$ cat src/rtl/div_operand_frontend.sv
// div_operand_frontend
//  Pin-side front end of the unsigned divider. Synchronises the asynchronous
//  operand strobe, captures dividend then divisor from the pin bus, hands the
//  pair to the divider core over valid/ready, and holds the returned result
//  for display on the output pins (quotient or remainder, selected by sel_rem).
//
//  Optional build macro: DIV_ZERO_BYPASS_EN
//    When defined, a zero divisor is resolved locally (quotient all ones,
//    remainder = dividend, dbz set) and never offered to the core.
module div_operand_frontend #(
    parameter int WIDTH       = 8,
    parameter int SYNC_STAGES = 2
) (
    input  logic             clk,
    input  logic             rst_n,
    input  logic             ena,
    input  logic [WIDTH-1:0] din,
    input  logic             din_stb,
    input  logic             sel_rem,
    output logic             op_valid,
    input  logic             op_ready,
    output logic [WIDTH-1:0] dividend,
    output logic [WIDTH-1:0] divisor,
    input  logic             res_valid,
    input  logic [WIDTH-1:0] quotient,
    input  logic [WIDTH-1:0] remainder,
    output logic [WIDTH-1:0] dout,
    output logic             busy,
    output logic             done,
    output logic             dbz,
    output logic             ovr
);

    typedef enum logic [2:0] {
        S_IDLE,
        S_GOT_A,
        S_ISSUE,
        S_WAIT_RES,
        S_SHOW
    } state_t;

    state_t           state_q, state_d;
    logic [SYNC_STAGES-1:0] sync_q, sync_d;
    logic             stb_prev_q, stb_prev_d;
    logic [WIDTH-1:0] dividend_q, dividend_d;
    logic [WIDTH-1:0] divisor_q, divisor_d;
    logic [WIDTH-1:0] quo_q, quo_d;
    logic [WIDTH-1:0] rem_q, rem_d;
    logic             dbz_q, dbz_d;
    logic             ovr_q, ovr_d;
    logic             op_valid_q, op_valid_d;
    logic             busy_q, busy_d;
    logic             done_q, done_d;
    logic             stb;

    // Synchroniser shift and edge-detect history; these run even when ena is low
    always_comb begin
        sync_d     = {sync_q[SYNC_STAGES-2:0], din_stb};
        stb_prev_d = sync_q[SYNC_STAGES-1];
    end

    assign stb = sync_q[SYNC_STAGES-1] & ~stb_prev_q;

    // Next-state and data-register logic; everything holds while ena is low
    always_comb begin
        state_d    = state_q;
        dividend_d = dividend_q;
        divisor_d  = divisor_q;
        quo_d      = quo_q;
        rem_d      = rem_q;
        dbz_d      = dbz_q;
        ovr_d      = ovr_q;
        if (ena) begin
            case (state_q)
                S_IDLE, S_SHOW: begin
                    if (stb) begin
                        dividend_d = din;
                        ovr_d      = 1'b0;
                        state_d    = S_GOT_A;
                    end
                end
                S_GOT_A: begin
                    if (stb) begin
                        divisor_d = din;
`ifdef DIV_ZERO_BYPASS_EN
                        if (din == '0) begin
                            // Zero divisor resolved here; the core never sees it
                            quo_d   = '1;
                            rem_d   = dividend_q;
                            dbz_d   = 1'b1;
                            state_d = S_SHOW;
                        end else begin
                            state_d = S_ISSUE;
                        end
`else
                        state_d = S_ISSUE;
`endif
                    end
                end
                S_ISSUE: begin
                    if (stb) ovr_d = 1'b1;
                    if (op_valid_q && op_ready) state_d = S_WAIT_RES;
                end
                S_WAIT_RES: begin
                    if (stb) ovr_d = 1'b1;
                    if (res_valid) begin
                        quo_d   = quotient;
                        rem_d   = remainder;
                        dbz_d   = (divisor_q == '0);
                        state_d = S_SHOW;
                    end
                end
                default: state_d = S_IDLE;
            endcase
        end
    end

    // Status outputs are registered, decoded from the upcoming state
    always_comb begin
        op_valid_d = (state_d == S_ISSUE);
        busy_d     = (state_d == S_ISSUE) || (state_d == S_WAIT_RES);
        done_d     = (state_d == S_SHOW);
    end

    // State and data registers with synchronous active-low reset
    always_ff @(posedge clk) begin
        if (!rst_n) begin
            state_q    <= S_IDLE;
            sync_q     <= '0;
            stb_prev_q <= 1'b0;
            dividend_q <= '0;
            divisor_q  <= '0;
            quo_q      <= '0;
            rem_q      <= '0;
            dbz_q      <= 1'b0;
            ovr_q      <= 1'b0;
            op_valid_q <= 1'b0;
            busy_q     <= 1'b0;
            done_q     <= 1'b0;
        end else begin
            state_q    <= state_d;
            sync_q     <= sync_d;
            stb_prev_q <= stb_prev_d;
            dividend_q <= dividend_d;
            divisor_q  <= divisor_d;
            quo_q      <= quo_d;
            rem_q      <= rem_d;
            dbz_q      <= dbz_d;
            ovr_q      <= ovr_d;
            op_valid_q <= op_valid_d;
            busy_q     <= busy_d;
            done_q     <= done_d;
        end
    end

    assign op_valid = op_valid_q;
    assign busy     = busy_q;
    assign done     = done_q;
    assign dbz      = dbz_q;
    assign ovr      = ovr_q;
    assign dividend = dividend_q;
    assign divisor  = divisor_q;
    assign dout     = sel_rem ? rem_q : quo_q;

endmodule
$ cat config.mk
export PLATFORM = sky130hd
export DESIGN_NAME = div_operand_frontend
export DESIGN_NICKNAME = d
export VERILOG_FILES = /design/src/rtl/div_operand_frontend.sv
export SDC_FILE = /design/constraint.sdc
export NUM_CORES = 1
export LEC_CHECK = 0
export CORE_UTILIZATION = 41
export CTS_CLUSTER_DIAMETER = 40
export DETAILED_ROUTE_END_ITERATION = 7
export GPL_ROUTABILITY_DRIVEN = 0
export PLACE_DENSITY = 0.76
export SLEW_MARGIN = 20
export SYNTH_ARGS = -nofsm -noshare
export SYNTH_HDL_FRONTEND = slang
export SYNTH_SLANG_ARGS = --single-unit
$ cat constraint.sdc
create_clock -name clk -period 1.3 [get_ports clk]
set_input_delay 0.195 -clock clk [delete_from_list [all_inputs] [get_ports clk]]
set_output_delay 0.195 -clock clk [all_outputs]
set_load 0.005 [all_outputs]
# Word level (Yosys, flattened, before mapping)
# Cells that the tools add are included.
[totals] register_bits=43
[op_classes] mux=10 bitwise_logic=2 reduce_logical=11 eq_ne=9
[ops] cell="2-to-1 mux 3 bit" n=5
[ops] cell="== test 3 x 2 -> 1 bit (second input constant)" n=4
[ops] cell="one-hot mux 3 bit (4 select lines)" n=1
[ops] cell="AND reduction 3 bit" n=3
[ops] cell="logical NOT 8 bit" n=1
[ops] cell="2-to-1 mux 8 bit" n=1
[ops] cell="== test 3 bit (second input constant)" n=2
[ops] cell="AND reduction 4 bit" n=1
[ops] cell="OR reduction 2 bit" n=2
[ops] cell="== test 3 x 1 -> 1 bit (second input constant)" n=1
[ops] cell="logical NOT 3 bit" n=1
[ops] cell="2-to-1 mux 1 bit" n=2
[ops] cell="!= test 2 x 1 -> 1 bit (second input constant)" n=1
[ops] cell="!= test 2 bit (second input constant)" n=1
[ops] cell="one-hot mux 1 bit (2 select lines)" n=1
[ops] cell="nonzero test 2 bit" n=1
[ops] cell="AND 1 bit" n=1
[ops] cell="logical AND 1 bit" n=1
[ops] cell="logical OR 1 bit" n=1
[ops] cell="inverter 1 bit" n=1

# Longest topological paths before layout
# Gate-level depths: netlist of the first run.
[logic_depth] ltp_word=7 depth_mapped=7 depth_no_buf=4

# Least setup slack after synthesis of the first run
# Ideal clock, no wire load.
[synth_path] path_type="register -> register" startpoint="reg state_q[2]" endpoint="reg op_valid_q (netlist: op_valid)" period_less_slack_ns=1.312 path_stages_with_launch=7 setup_slack_ns=-0.012 path_buffers=2 required_ns=1.212 arrival_ns=1.224 path_cell_list="dfxtp_1 -> nor2b_4 -> buf_6 -> and4_4 -> buf_6 -> a21oi_2 -> nor4bb_4"
[synth_between] elab_chain_cells=5 word_cells_on_any_way=13
[synth_lines] element="start: declaration" line="42" rtl="state_t state_q, state_d;"
[synth_lines] element="start signal: assignment" line="141" rtl="state_q <= state_d;"
[synth_lines] element="== test 3 bit / logical NOT 3 bit (equally long branches)" line="74" rtl="case (state_q)"
[synth_lines] element="OR reduction 2 bit" line="74"
[synth_lines] element="one-hot mux 3 bit (4 select lines)" line="74"
[synth_lines] element="2-to-1 mux 3 bit (*)" line="73" rtl="if (ena) begin"
[synth_lines] element="== test 3 x 2 -> 1 bit (*)" line="120" rtl="op_valid_d = (state_d == S_ISSUE);"
[synth_lines] element="end signal: assignment" line="150" rtl="op_valid_q <= op_valid_d;"
[synth_lines] element="end: declaration" line="51" rtl="logic op_valid_q, op_valid_d;"
# Every way passes the cells marked *; elsewhere a longest branch is shown, timed or not.
# A chain may end at the register's enable or synchronous reset.

# Worst setup path in the final report of the first run
[layout_path] startpoint="reg sync_q[1]" endpoint="reg op_valid_q (netlist: op_valid)"
[layout_between] elab_chain_cells=5 word_cells_on_any_way=6
[layout_lines] element="start: declaration" line="43" rtl="logic [SYNC_STAGES-1:0] sync_q, sync_d;"
[layout_lines] element="start signal: assignment" line="142" rtl="sync_q <= sync_d;"
[layout_lines] element="AND 1 bit (*)" line="62" rtl="assign stb = sync_q[SYNC_STAGES-1] & ~stb_prev_q;"
[layout_lines] element="2-to-1 mux 3 bit (on tied branches)" line="83, 76"
[layout_lines] element="one-hot mux 3 bit (4 select lines) (*)" line="74"
[layout_lines] element="2-to-1 mux 3 bit (*)" line="73"
[layout_lines] element="== test 3 x 2 -> 1 bit (*)" line="120"
# Marked as above.

==> results of run 1 <==
[worst paths after layout]
check | startpoint | to | slack [ns] | cells past startpoint
setup / recovery | sync_q[1] | op_valid | -0.01 | 4
hold / removal | remainder[1] | rem_q[1] | 0.44 | 3
setup reg to reg | sync_q[1] | op_valid | -0.01 | 4
hold reg to reg | sync_q[0] | sync_q[1] | 0.45 | 1
[layout make-up]
class,count,share of cell area
Clock inverter,1,0.00258
Timing Repair Buffer,87,0.291
Sequential cell,43,0.310
Tap cell,50,0.0215
Inverter,2,0.00258
Multi-Input combinational cell,123,0.340
Clock buffer,7,0.0332
[state kept, by name (all words and copies together) (netlist names)]
| signal | cells |
|---|---|
| dividend | 8 |
| divisor | 8 |
| quo_q | 8 |
| rem_q | 8 |
| state_q | 3 |
| sync_q | 2 |
| busy | 1 |
| dbz | 1 |
| done | 1 |
| op_valid | 1 |
| ovr | 1 |
| stb_prev_q | 1 |
[through the flow]
stage / setup slack [ns] / total power [µW] / utilization / cells
after floorplan: 0.0206 / 1440 / - / 182
final: -0.0116 / 2510 / 0.706 / 313
after detailed placement: -0.504 / 1600 / 0.637 / 299
after CTS: -0.0286 / 2520 / 0.684 / 313
after global routing: -0.108 / 2630 / 0.706 / 313
after global placement: -0.487 / 1600 / 0.637 / 299
[worst max-delay path: cells and delay by family, from the launching register on]
family | cells | cell delay [ns]
simple gates | 2 | 0.50
flops | 1 | 0.32
mux | 1 | 0.29
compound gates | 1 | 0.11
[cell usage after synthesis, drive strengths merged (2+ instances only)]
cell type  instances
and2               5
mux2i             17
a21oi             21
nor2              18
nor4               3
nor2b              3
inv                2
buf                8
nand2             34
dfxtp             43
clkbuf             6
mux2               8
[kinds of logic after synthesis]
| group | after synthesis |
|---|---|
| AO/OA/AOI/OAI | 27 |
| buffers and inverters | 16 |
| flip-flops | 43 |
| multiplexers | 25 |
| AND/OR/NAND/NOR | 71 |
[placed cells by master (no fill, tap or decap), types with 2 or more instances in the layout]
cell type	count
dfxtp_1	16
a21oi_1	6
a21oi_2	14
clkbuf_8	7
nand2_4	4
clkdlybuf4s50_1	28
dlymetal6s2s_1	2
mux2i_1	16
dlygate4sd2_1	20
nand2_2	9
buf_12	6
clkbuf_2	8
and2_1	5
nor2b_4	2
nor4_1	2
mux2_2	8
nand2_1	21
dfxtp_4	2
dfxtp_2	25
buf_4	18
inv_1	2
buf_6	3
nor2_1	18
[power groups by stage]
stage | combinational (µW) | clock (µW) | sequential (µW)
floorplan | 74.8 | 0 | 1360
global placement | 231 | 0 | 1360
detailed placement | 233 | 0 | 1360
CTS | 237 | 951 | 1330
global route | 268 | 1030 | 1330
finish | 252 | 927 | 1330
[timing repair]
item	in CTS	in global routing
pin swaps	2	11
buffers inserted	6	0
resized for setup	68	38
setup endpoints to repair	57	45
gates cloned	0	1
[routing by layer]
layer	track usage	vias up
met3	0.0526	4
li1	-	775
met2	0.317	39
met5	0	-
met1	0.251	711
met4	0.0625	0
==> impl_metrics.env, run 1 <==
export IMPL_drt_met1_wl_um=1930
export IMPL_synth_distinct_cells=34
export IMPL_fp_row_count=23
export IMPL_end_kind="flip-flop"
export IMPL_synth_nets=213
export IMPL_syn_to_final_growth_pct=59.9
export IMPL_cp_slowest_cell="dfxtp_2"
export IMPL_power_density_nw_per_um2=864
export IMPL_synth_xor_area_frac=0
export IMPL_initial_core_util=0.441
export IMPL_maxCapViolations=0
export IMPL_wl_per_cell_um=13.7
export IMPL_wl_met2_um=2130
export IMPL_yosysTopAreaCell="dfxtp_1"
export IMPL_synth_async_sr_flop_share=0
export IMPL_drv_slew=0
export IMPL_synth_compound_area_frac=0.105
export IMPL_tightest_slew_ns=0.382
export IMPL_synthMuxAreaShare=0.143
export IMPL_stdcell_area_um2=2910
export IMPL_die_area_um2=4700
export IMPL_setup_violations=1
export IMPL_seqCellArea_um2=900
export IMPL_ant_nets=0
export IMPL_worstSetupPathType="reg -> reg"
export IMPL_max_freq_mhz=762
export IMPL_p_leak_uw=0.00135
export IMPL_skew_ns=0.0105
export IMPL_coreArea_um2=4120
export IMPL_grt_pass1_wl_um=6690
export IMPL_fin_ws_ns=-0.0116
export IMPL_antenna_found_initial=0
export IMPL_cts_tree="built"
export IMPL_overflow=0
export IMPL_syn_area_um2=1820
export IMPL_tns_ns=-0.0116
export IMPL_clock_sinks=43
export IMPL_ys_ff_latch=43
export IMPL_violations="negative setup slack"
export IMPL_nNetsFinal=293
export IMPL_synth_top_family_by_area="simple AND/OR/NAND/NOR gates"
export IMPL_die_x_um=68.6
export IMPL_timing_slew_headroom=0.743
export IMPL_synth_area_leaders="dfxtp_1 (47%), mux2i_1 (9.4%), a21oi_2 (5.3%)"
export IMPL_place_area_um2=2620
export IMPL_wl_met3_um=178
export IMPL_fin_hold_ws_ns=0.436
export IMPL_synthCells=182
export IMPL_netlist_area_leader_share=0.474
export IMPL_drc_errors=0
export IMPL_ys_seq_area_frac=0.474
export IMPL_startpoint_type="flip-flop"
export IMPL_final_min_clock_period_ns=1.31
export IMPL_viasPerCell=4.88
export IMPL_numPortBuffers=59
export IMPL_cts_htree_levels=2
export IMPL_chipHeight_um=68.6
export IMPL_period_share=1.01
export IMPL_crit_required_ns=1.50
export IMPL_critical_path_cell_chain="nor2b_4 > mux2i_4 > o2bb2ai_4 > nor4bb_4"
export IMPL_vias=1529
export IMPL_grt_max_degree=19
export IMPL_ys_warn_count=0
export IMPL_drt_initial_drc_count=93
export IMPL_fillCellCount=324
export IMPL_drive_above_1_share=0.464
export IMPL_grt_total_usage=0.196
export IMPL_cts_buffers_inserted=5
export IMPL_first_pass_iters=4
export IMPL_max_stage_delay_ns=0.32
export IMPL_power_frac_clock=0.369
export IMPL_dp_hpwl_um=2790
export IMPL_synth_edf_count=0
export IMPL_multi_input_area_um2=987
export IMPL_wl_um=4300
export IMPL_combinationalPowerShare=0.100
export IMPL_crit_arrival_ns=1.51
export IMPL_clk_latency_ns=0.29
export IMPL_cts_clk_slew_worst_paths_ns=0.08
export IMPL_ir_drop_v=0.000498
export IMPL_power_frac_seq=0.530
export IMPL_status="finished, violations left"
export IMPL_n_antenna_cell=0
export IMPL_synth_fa_ha_area_frac=0
export IMPL_rsz0062_at_grt="yes"
export IMPL_synth_ff_type="dfxtp_1"
export IMPL_cts_root_buf="clkbuf_8"
export IMPL_hold_buffers=0
export IMPL_synth_avg_cell_area_um2=9.98
export IMPL_hp_class="in -> reg"
export IMPL_grt_pass1_vias=1451
export IMPL_cts_buffer_depth=2
export IMPL_intPower_uw=1960
export IMPL_switching_power_uw=552
export IMPL_crit_fanout=5
export IMPL_switching_share=0.220
export IMPL_pin_count=60
export IMPL_hold_violations=0
export IMPL_yosys_area_share_simple=0.223
export IMPL_dr_max_layer_used="met4"
(Power assumes the default switching activity.)
==> run 2: changes to the inputs <==
--- a/config.mk
+++ b/config.mk
@@ -5,11 +5,12 @@
 export SDC_FILE = /design/constraint.sdc
 export NUM_CORES = 1
 export LEC_CHECK = 0
-export CORE_UTILIZATION = 41
+export ABC_AREA = 1
+export CORE_UTILIZATION = 40
 export CTS_CLUSTER_DIAMETER = 40
 export DETAILED_ROUTE_END_ITERATION = 7
 export GPL_ROUTABILITY_DRIVEN = 0
-export PLACE_DENSITY = 0.76
+export PLACE_DENSITY = 0.75
 export SLEW_MARGIN = 20
 export SYNTH_ARGS = -nofsm -noshare
 export SYNTH_HDL_FRONTEND = slang
==> run 2 against run 1 <==
The flow now finishes without violations; combinational power decreased by 11%; via count increased by 9.1%; routed wire length decreased by 5.7%; highest routed layer unchanged; critical path depth increased by 2; worst setup slack improved by 0.046 ns; largest power group unchanged; worst hold slack got worse by 0.012 ns; clock-buffer cell count decreased by 1; first-iteration DRC count increased by 8.6%; die area decreased by 1.4%; register-to-register slack improved by 0.05 ns; synthesized cell count increased by 28%; flip-flop and latch count unchanged.
==> impl_metrics.env, run 2 <==
export IMPL_r2r_start="state_q[1]"
export IMPL_n_antenna_cell=0
export IMPL_synthCells=233
export IMPL_pin_count=60
export IMPL_clk_latency_ns=0.29
export IMPL_wl_per_cell_um=11.4
export IMPL_numPortBuffers=59
export IMPL_final_common_cell="nor2_1"
export IMPL_ir_drop_v=0.000691
export IMPL_initial_core_util=0.427
export IMPL_cts_root_buf="clkbuf_8"
export IMPL_maxCapViolations=0
export IMPL_viasPerCell=4.71
export IMPL_ys_ff_latch=43
export IMPL_hp_start="sync_q[1]"
export IMPL_tightest_slew_ns=0.270
export IMPL_place_area_um2=2450
export IMPL_coreArea_um2=4090
export IMPL_skew_ns=0.00338
export IMPL_end_kind="flip-flop"
export IMPL_period_share=0.973
export IMPL_p_total_uw=2540
export IMPL_synth_ff_type="dfxtp_1"
export IMPL_grt_pass1_wl_um=6300
export IMPL_vias=1668
export IMPL_crit_required_ns=1.48
export IMPL_die_area_um2=4630
export IMPL_fp_row_count=23
export IMPL_clock_sinks=43
export IMPL_die_x_um=68.1
export IMPL_r2r_slack_ns=0.03
export IMPL_drive_above_1_share=0.158
export IMPL_hold_violations=0
export IMPL_first_pass_iters=4
export IMPL_stdcell_area_um2=2560
export IMPL_stdcell_count=354
export IMPL_chipHeight_um=68.1
export IMPL_holdPathEnd="stb_prev_q"
export IMPL_synth_nets=264
export IMPL_grt_max_degree=25
export IMPL_synth_area_leaders="dfxtp_1 (49%), nor2_1 (11%), o21ai_0 (10%)"
export IMPL_worstSetupPathType="reg -> reg"
export IMPL_yosysTopAreaCell="dfxtp_1"
export IMPL_ys_warn_count=0
export IMPL_p_leak_uw=0.00120
export IMPL_antenna_found_initial=0
export IMPL_max_stage_delay_ns=0.36
export IMPL_synth_distinct_cells=23
export IMPL_grt_pass1_vias=1492
export IMPL_hold_path_depth=2
export IMPL_hp_class="reg -> reg"
export IMPL_syn_area_um2=1750
export IMPL_max_freq_mhz=790
export IMPL_drt_initial_drc_count=101
export IMPL_timing_slew_headroom=0.820
export IMPL_synth_avg_cell_area_um2=7.50
export IMPL_path_delay_family="flip-flops"
export IMPL_dp_cells=344
export IMPL_path_buf_inv=2
export IMPL_cts_buffers_inserted=5
export IMPL_setup_violations=0
export IMPL_crit_fanout=24
export IMPL_ys_seq_area_frac=0.493
export IMPL_cts_clk_slew_worst_paths_ns=0.08
export IMPL_cts_buffer_depth=2
export IMPL_wl_um=4050
export IMPL_rsz0062_at_grt="yes"
export IMPL_hold_buffers=0
export IMPL_drv_slew=0
export IMPL_syn_to_final_growth_pct=46.7
export IMPL_nNetsFinal=335
export IMPL_cts_tree="built"
export IMPL_drc_errors=0
export IMPL_crit_arrival_ns=1.45
export IMPL_synth_most_common_cell="nor2_1"
export IMPL_netlist_area_leader_share=0.493
export IMPL_startpoint_type="flip-flop"
export IMPL_cp_slowest_cell="dfxtp_2"
export IMPL_synth_async_sr_flop_share=0
export IMPL_synth_edf_count=0
export IMPL_power_density_nw_per_um2=991
export IMPL_final_min_clock_period_ns=1.27
export IMPL_cts_htree_levels=2
export IMPL_overflow=0
export IMPL_ff2ff_path_depth=6
export IMPL_synth_commonest_cells="nor2_1 (51), dfxtp_1 (43), o21ai_0 (35)"
export IMPL_dp_hpwl_um=2900
export IMPL_status="completed"
export IMPL_most_common_layout_cells="nor2_1 (51), dfxtp_1 (32), nand2_1 (31)"
export IMPL_r2r_end="quo_q[6]"
export IMPL_grt_total_usage=0.181
export IMPL_ant_nets=0
export IMPL_utilization=0.627
export IMPL_critical_path_cell_chain="inv_1 > nor2_4 > nand4_4 > buf_12 > o21ai_0 > a21oi_1"
==> run 2: changes by cell type after synthesis, moves of 4 or more <==
cell | before | now
and2_1 | 5 | 0
nand2_2 | 10 | 0
nor2_1 | 18 | 51
mux2i_1 | 17 | 0
inv_1 | 2 | 25
nand3_1 | 1 | 5
a21oi_1 | 10 | 15
a21oi_2 | 11 | 0
o21ai_0 | 1 | 35
o21ai_2 | 0 | 4
nand2_1 | 24 | 32
mux2_2 | 8 | 0
==> run 2: worst min-delay path, cell delays in order (launching register included) <==
cell	delay (ns)
dfxtp_1	0.31
nand2_1	0.05
inv_1	0.03
==> run 2: routing by layer <==
| metal | wire length, µm | track usage | vias up |
|---|---|---|---|
| met2 | 1880 | 0.316 | 53 |
| met3 | 263 | 0.0533 | 4 |
| li1 | - | - | 883 |
| met1 | 1860 | 0.206 | 728 |
| met4 | 48 | 0.0651 | 0 |
| met5 | 0 | 0 | - |
==> run 2: layout make-up <==
type                    instances  area [µm²]
fillers                       401        1520
well taps                      50        62.6
multi-input cells             154         736
clock inverters                 1        30.0
repair buffers                 73         686
inverters                      27         101
flip-flops and latches         43         875
clock buffers                   6        72.6
==> run 2: worst max-delay path by stage <==
stage               startpoint    endpoint  slack, ns  depth (start not counted)
global route        state_q[1]    op_valid      -0.04                          8
global placement       sel_rem     dout[5]      -0.35                          5
floorplan           state_q[0]  divisor[6]       0.12                          6
CTS                       done        done      0.005                          1
detailed placement     sel_rem     dout[2]      -0.37                          5
finish              state_q[1]    quo_q[6]       0.03                          6
==> run 2: cell families (layout without fill, tap and decap cells) <==
group,after synthesis,after routing,synth area share
compound gates,58,58,0.175
buf+inv,36,107,0.0895
simple gates,96,96,0.242
flops,43,43,0.493
==> run 2: through the flow <==
stage          hold WS, ns  worst slack [ns]  setup TNS, ns
4_1_cts              0.424           0.00522              0
3_5_place_dp         0.417            -0.373          -8.28
6_report             0.425            0.0348              0
5_1_grt              0.439           -0.0400         -0.136
3_3_place_gp         0.406            -0.347          -7.60
2_1_floorplan        0.293             0.120              0
==> run 2: repair_timing <==
item | 4_1_cts | 5_1_grt
pin swaps | 0 | 2
setup endpoints to repair | 28 | 27
gates cloned | 1 | 0
resized for setup | 46 | 22
setup buffers | 2 | 0
==> run 2: power by group <==
| part | internal, µW | switching, µW |
|---|---|---|
| combinational | 128 | 95.3 |
| clock | 563 | 414 |
| sequential | 1330 | 7.07 |
